[src/rtl/fifo_pkg.sv]
// Shared constants for the synchronous FIFO controller family.
// Read-mode selectors used by the FWFT parameter of sync_fifo_ctrl.
package fifo_pkg;

   localparam int FIFO_MODE_STD  = 0;
   localparam int FIFO_MODE_FWFT = 1;

endpackage

[src/rtl/fifomem.sv]
// Dual-port FIFO storage: synchronous write port, combinational read port.
// Reused unchanged from the dual-clock FIFO; here wclk is driven by the single system clock.
module fifomem #(
   parameter int DSIZE = 8,
   parameter int ASIZE = 4
) (
   input  logic             wclk,
   input  logic             wclken,
   input  logic             wfull,
   input  logic [ASIZE-1:0] waddr,
   input  logic [ASIZE-1:0] raddr,
   input  logic [DSIZE-1:0] wdata,
   output logic [DSIZE-1:0] rdata
);

   localparam int DEPTH = 1 << ASIZE;

   logic [DSIZE-1:0] mem [DEPTH];

   assign rdata = mem[raddr];

   // NOTE: the array has no reset; pointers alone define which words are valid,
   // so clearing storage would only add a reset net to every bit.
   always_ff @(posedge wclk) begin
      if (wclken && !wfull) begin
         mem[waddr] <= wdata;
      end
   end

endmodule

[src/rtl/sync_fifo_ctrl.sv]
// Single-clock FIFO controller with standard or first-word-fall-through read mode,
// fill level, almost-full/almost-empty flags, sticky error flags and synchronous flush.
module sync_fifo_ctrl
   import fifo_pkg::*;
#(
   parameter int DSIZE      = 8,
   parameter int ASIZE      = 4,
   parameter int FWFT       = FIFO_MODE_STD,
   parameter int AFULL_THR  = (1 << ASIZE) - 2,
   parameter int AEMPTY_THR = 2
) (
   input  logic             clk,
   input  logic             rst_n,
   input  logic [DSIZE-1:0] wdata,
   input  logic             winc,
   input  logic             rinc,
   input  logic             flush,
   input  logic             clr_err,
   output logic [DSIZE-1:0] rdata,
   output logic             wfull,
   output logic             rempty,
   output logic             walmost_full,
   output logic             ralmost_empty,
   output logic [ASIZE:0]   level,
   output logic             overflow,
   output logic             underflow
);

   localparam bit            IS_FWFT = (FWFT == FIFO_MODE_FWFT);
   localparam logic [ASIZE:0] PTR_ONE = {{ASIZE{1'b0}}, 1'b1};

   logic [ASIZE:0]   wptr_q, wptr_d;
   logic [ASIZE:0]   rptr_q, rptr_d;
   logic             out_valid_q, out_valid_d;
   logic [DSIZE-1:0] rdata_q, rdata_d;
   logic             overflow_q, overflow_d;
   logic             underflow_q, underflow_d;

   logic [ASIZE:0]   mem_count;
   logic             mem_empty;
   logic [DSIZE-1:0] mem_rdata;
   logic             wr_en;
   logic             pop;
   logic             fetch;

   // Pointer MSBs differ only once the writer has lapped the reader.
   assign mem_count = wptr_q - rptr_q;
   assign mem_empty = (wptr_q == rptr_q);
   assign wfull     = (wptr_q[ASIZE] != rptr_q[ASIZE]) &&
                      (wptr_q[ASIZE-1:0] == rptr_q[ASIZE-1:0]);
   assign rempty    = IS_FWFT ? !out_valid_q : mem_empty;
   assign level     = mem_count + {{ASIZE{1'b0}}, out_valid_q};

   assign walmost_full  = (int'(level) >= AFULL_THR);
   assign ralmost_empty = (int'(level) <= AEMPTY_THR);

   assign rdata     = rdata_q;
   assign overflow  = overflow_q;
   assign underflow = underflow_q;

   fifomem #(
      .DSIZE (DSIZE),
      .ASIZE (ASIZE)
   ) u_fifomem (
      .wclk   (clk),
      .wclken (wr_en),
      .wfull  (wfull),
      .waddr  (wptr_q[ASIZE-1:0]),
      .raddr  (rptr_q[ASIZE-1:0]),
      .wdata  (wdata),
      .rdata  (mem_rdata)
   );

   always_comb begin
      // NOTE: every variable gets a default first so no path can infer a latch.
      wptr_d      = wptr_q;
      rptr_d      = rptr_q;
      out_valid_d = out_valid_q;
      rdata_d     = rdata_q;

      wr_en = winc && !wfull && !flush;
      pop   = rinc && !rempty && !flush;

      // In FWFT mode the memory head is pulled forward whenever the output register frees up.
      if (IS_FWFT) begin
         fetch = (!out_valid_q || pop) && !mem_empty && !flush;
      end else begin
         fetch = pop;
      end

      if (flush) begin
         wptr_d      = '0;
         rptr_d      = '0;
         out_valid_d = 1'b0;
      end else begin
         if (wr_en) begin
            wptr_d = wptr_q + PTR_ONE;
         end
         if (fetch) begin
            rptr_d  = rptr_q + PTR_ONE;
            rdata_d = mem_rdata;
         end
         if (IS_FWFT) begin
            if (fetch) begin
               out_valid_d = 1'b1;
            end else if (pop) begin
               out_valid_d = 1'b0;
            end
         end
      end

      // A fresh error event outranks a concurrent clear; flushed requests are not errors.
      overflow_d  = (overflow_q && !clr_err) || (winc && wfull && !flush);
      underflow_d = (underflow_q && !clr_err) || (rinc && rempty && !flush);
   end

   // NOTE: state registers use non-blocking assignments so all flops sample
   // the same pre-edge values regardless of evaluation order.
   always_ff @(posedge clk or negedge rst_n) begin
      if (!rst_n) begin
         wptr_q      <= '0;
         rptr_q      <= '0;
         out_valid_q <= 1'b0;
         rdata_q     <= '0;
         overflow_q  <= 1'b0;
         underflow_q <= 1'b0;
      end else begin
         wptr_q      <= wptr_d;
         rptr_q      <= rptr_d;
         out_valid_q <= out_valid_d;
         rdata_q     <= rdata_d;
         overflow_q  <= overflow_d;
         underflow_q <= underflow_d;
      end
   end

endmodule

[config.mk]
export PLATFORM = sky130hd
export DESIGN_NAME = sync_fifo_ctrl
export DESIGN_NICKNAME = d
export VERILOG_FILES = /design/src/rtl/fifo_pkg.sv /design/src/rtl/fifomem.sv /design/src/rtl/sync_fifo_ctrl.sv
export SDC_FILE = /design/constraint.sdc
export NUM_CORES = 1
export LEC_CHECK = 0
export CAP_MARGIN = 20
export CORE_ASPECT_RATIO = 1.25
export CORE_MARGIN = 1
export CORE_UTILIZATION = 53
export DETAILED_ROUTE_END_ITERATION = 12
export HOLD_SLACK_MARGIN = 0.06
export PLACE_DENSITY_LB_ADDON = 0.1
export SYNTH_ARGS = -nofsm -noshare
export SYNTH_HDL_FRONTEND = slang
export SYNTH_HIERARCHICAL = 1
export SYNTH_SLANG_ARGS = --single-unit
[constraint.sdc]
create_clock -name clk -period 2.7 [get_ports clk]
set_input_delay 0.54 -clock clk [delete_from_list [all_inputs] [get_ports clk]]
set_output_delay 0.54 -clock clk [all_outputs]
set_load 0.02 [all_outputs]
==> impl_metrics.tcl <==
set metrics [dict create \
    clock_latency_ns 0.41 \
    p_per_area_mw_per_mm2 802 \
    vias 3171 \
    grt_use_total 0.216 \
    row_count 43 \
    num_io_pins 33 \
    slew_viol_final 0 \
    antenna_found_initial 0 \
    fp.coreArea_mm2 0.0111 \
    synth-seq-area-share 0.711 \
    postRouteAntennaNets 0 \
    cts-root-buf "clkbuf_16" \
    mostFrequentLayoutCells "edfxtp_1, buf_4, clkdlybuf4s50_1, nor2_1, dfrtp_1" \
    clk_path_buf_depth 2 \
    tightest_slew_ns 0.743 \
    hpwl_um 7760 \
    cp_data_required_time_ns 2.16 \
    crit_family "compound AO/OA/AOI/OAI gates" \
    p_comb_frac 0.197 \
    worstPathCellList "inv_2, ha_4, inv_2, fa_2, a21o_1, a21oi_2, xnor2_2, a2111oi_4, buf_4" \
    cts_tree "yes" \
    fin_hold_ws_ns 0.470 \
    crit_arrival_ns 2.24 \
    rrSetupSlack_ns 0.18 \
    fmax_mhz 360 \
    overflow 0 \
    ctsHoldBuffers 0 \
    pwr-share-seq 0.443 \
    r2r-start "wptr_q[3]" \
    grt_pass1_wl_um 18200 \
    grt_pass1_vias 3250 \
    cap_violations 0 \
    worst_path_most_repeated_cell "inv_2" \
    violations "DRC, setup timing" \
    wire_per_inst_um 21.6 \
    leakage_nw 2.60 \
    slew_headroom 0.503 \
    dr.first_iter.drc_count 217 \
    firstDrtPassIters 9 \
    fin_nets 421 \
    fin_area_mm2 0.00740 \
    finClkSkew_ns 0.00800 \
    finalWirelength_um 11800 \
    synth_area_mm2 0.00611 \
    criticalPathCategory "flop to output pin" \
    layout.area.seq_mm2 0.00435 \
    irDropWorstVdd_mv 0.656 \
    critPathLaunch "wptr_q[0]" \
    drive_gt1_frac 0.278 \
    instances_no_fill 548 \
    areaGrowthSynthToFinish_pct 21.1 \
    period_share 1.03 \
    fill_cells 781 \
    yosys_warnings 6 \
    clkPwrFrac 0.360 \
    fin_ws_ns -0.0759 \
    syn_nets 342 \
    multi_input_area_mm2 0.00170 \
    h-tree-depth 4 \
    syn_avg_cell_area_um2 19.0 \
    critPathMaxFanout 3 \
    p_switching_w 0.00151 \
    min_path_type "input port to asynchronous set/reset pin" \
    ys_ff_latch 148 \
    synth_cell_types 45 \
    io_buffer_count 32 \
    gp_congestion 0.736 \
    die_h_um 122 \
    drc_errors 10 \
    antennaDiodeCount 0 \
    cp_num_buf_inv 3 \
    die_area_mm2 0.0120 \
    p_sw_frac 0.254 \
    crit_path_end_kind "output pin" \
    synth_cells 321 \
    grt_max_degree 36 \
    finalSetupViolCount 2 \
    clock-sinks 148 \
    final_common_cell "edfxtp_1" \
    avgViaCountPerCell 5.79 \
    rsz0062_at_grt "yes" \
    period_minus_slack_ns 2.78 \
    die_w_um 98.1 \
    dp_cells 514 \
    cp-start-kind "flop" \
    hold_violations 0 \
    slowest_stage "dfrtp_1" \
    status "finished with violations" \
    clkTransAtPathRegs_ns 0.06 \
    p_int_w 0.00443 \
    initial_core_util 0.549 \
    placed_area_mm2 0.00681 \
    numCtsBuffers 17 \
    slowest_delay_ns 0.38 \
    fin_setup_tns_ns -0.130 \
]
==> sequential cells by signal, indices dropped and copies added (netlist names) <==
register / cells
u_fifomem/mem: 128
rdata: 8
rptr_q: 5
wptr_q: 5
overflow: 1
underflow: 1
==> cells in the mapped netlist (all sizes together) <==
library cell,n,area [µm²]
buf,8,67.6
nand3,1,5.00
a2111oi,1,8.76
a21o,1,7.51
or2,1,6.26
nand4bb,1,11.3
clkbuf,1,3.75
nand4b,1,8.76
a31o,1,8.76
edfxtp,128,3840
xnor2,4,42.6
nand2b,3,18.8
nor3,4,20.0
nor3b,1,7.51
dfrtp,20,500
ha,6,75.1
nand3b,2,15.0
xor2,5,51.3
clkdlybuf4s25,3,30.0
fa,1,20.0
and2,1,6.26
a21oi,6,30.0
and2b,1,7.51
or4,1,7.51
mux2,8,120
and3,1,6.26
mux2i,2,20.0
o211ai,2,15.0
o31ai,1,7.51
nor2,22,82.6
a22oi,16,120
nand2,14,52.6
nor2b,1,6.26
o21ai,8,43.8
mux4,32,773
or3,3,18.8
inv,8,30.0
nand4,1,12.5
==> power by group through the flow <==
stage / combinational, W / sequential (W) / clock [W]
2_1_floorplan: 0.000679 / 0.00275 / 0
3_3_place_gp: 0.00116 / 0.00267 / 0
3_5_place_dp: 0.00118 / 0.00267 / 0
4_1_cts: 0.00118 / 0.00263 / 0.00218
5_1_grt: 0.00126 / 0.00264 / 0.00226
6_report: 0.00117 / 0.00263 / 0.00213
==> cell families after synthesis <==
logic type / share of synthesized area
and+or+nand+nor: 0.0479
muxes: 0.149
DFF: 0.711
adders and majority gates: 0.0156
xor gates and xnor gates: 0.0154
AOI/OAI and AO/OA: 0.0395
buffers and inverters: 0.0215
==> path summary, 6_finish.rpt <==
kind                                       end  cells after the start
setup / recovery                 ralmost_empty                      9
hold / removal                        rdata[1]                      2
setup reg to reg           u_fifomem/mem[8][6]                      8
hold reg to reg                       rdata[4]                      1
max in group asynchronous            rptr_q[0]                      2
min in group clk                      rdata[4]                      1
==> final cells by class <==
| class | count | area share |
|---|---|---|
| well taps | 135 | 0.0228 |
| multi-input cells | 153 | 0.230 |
| clock inverters | 11 | 0.0103 |
| inverters | 8 | 0.00406 |
| clock buffers | 21 | 0.0637 |
| repair buffers | 72 | 0.0818 |
| flip-flops and latches | 148 | 0.587 |
==> through the flow <==
stage	setup WS, ns	total power (W)	utilization
6_report	-0.0759	0.00594	0.664
5_1_grt	-0.215	0.00616	0.664
4_1_cts	-0.0943	0.00599	0.664
3_5_place_dp	-0.247	0.00385	0.611
3_3_place_gp	-0.184	0.00382	0.611
2_1_floorplan	0.0644	0.00343	-
==> repair_timing <==
item / 4_1_cts / 5_1_grt
resized for setup: 30 / 3
pin swaps: 6 / 1
setup endpoints to repair: 8 / 5
setup buffers: 1 / 1
==> per-layer routing <==
layer / share of wire / global-route usage
met5: 0 / 0
met3: 0.046 / 0.0384
met4: 0.018 / 0.0871
met1: 0.40 / 0.267
met2: 0.54 / 0.380
No activity file was read; power rests on OpenSTA's default activity.
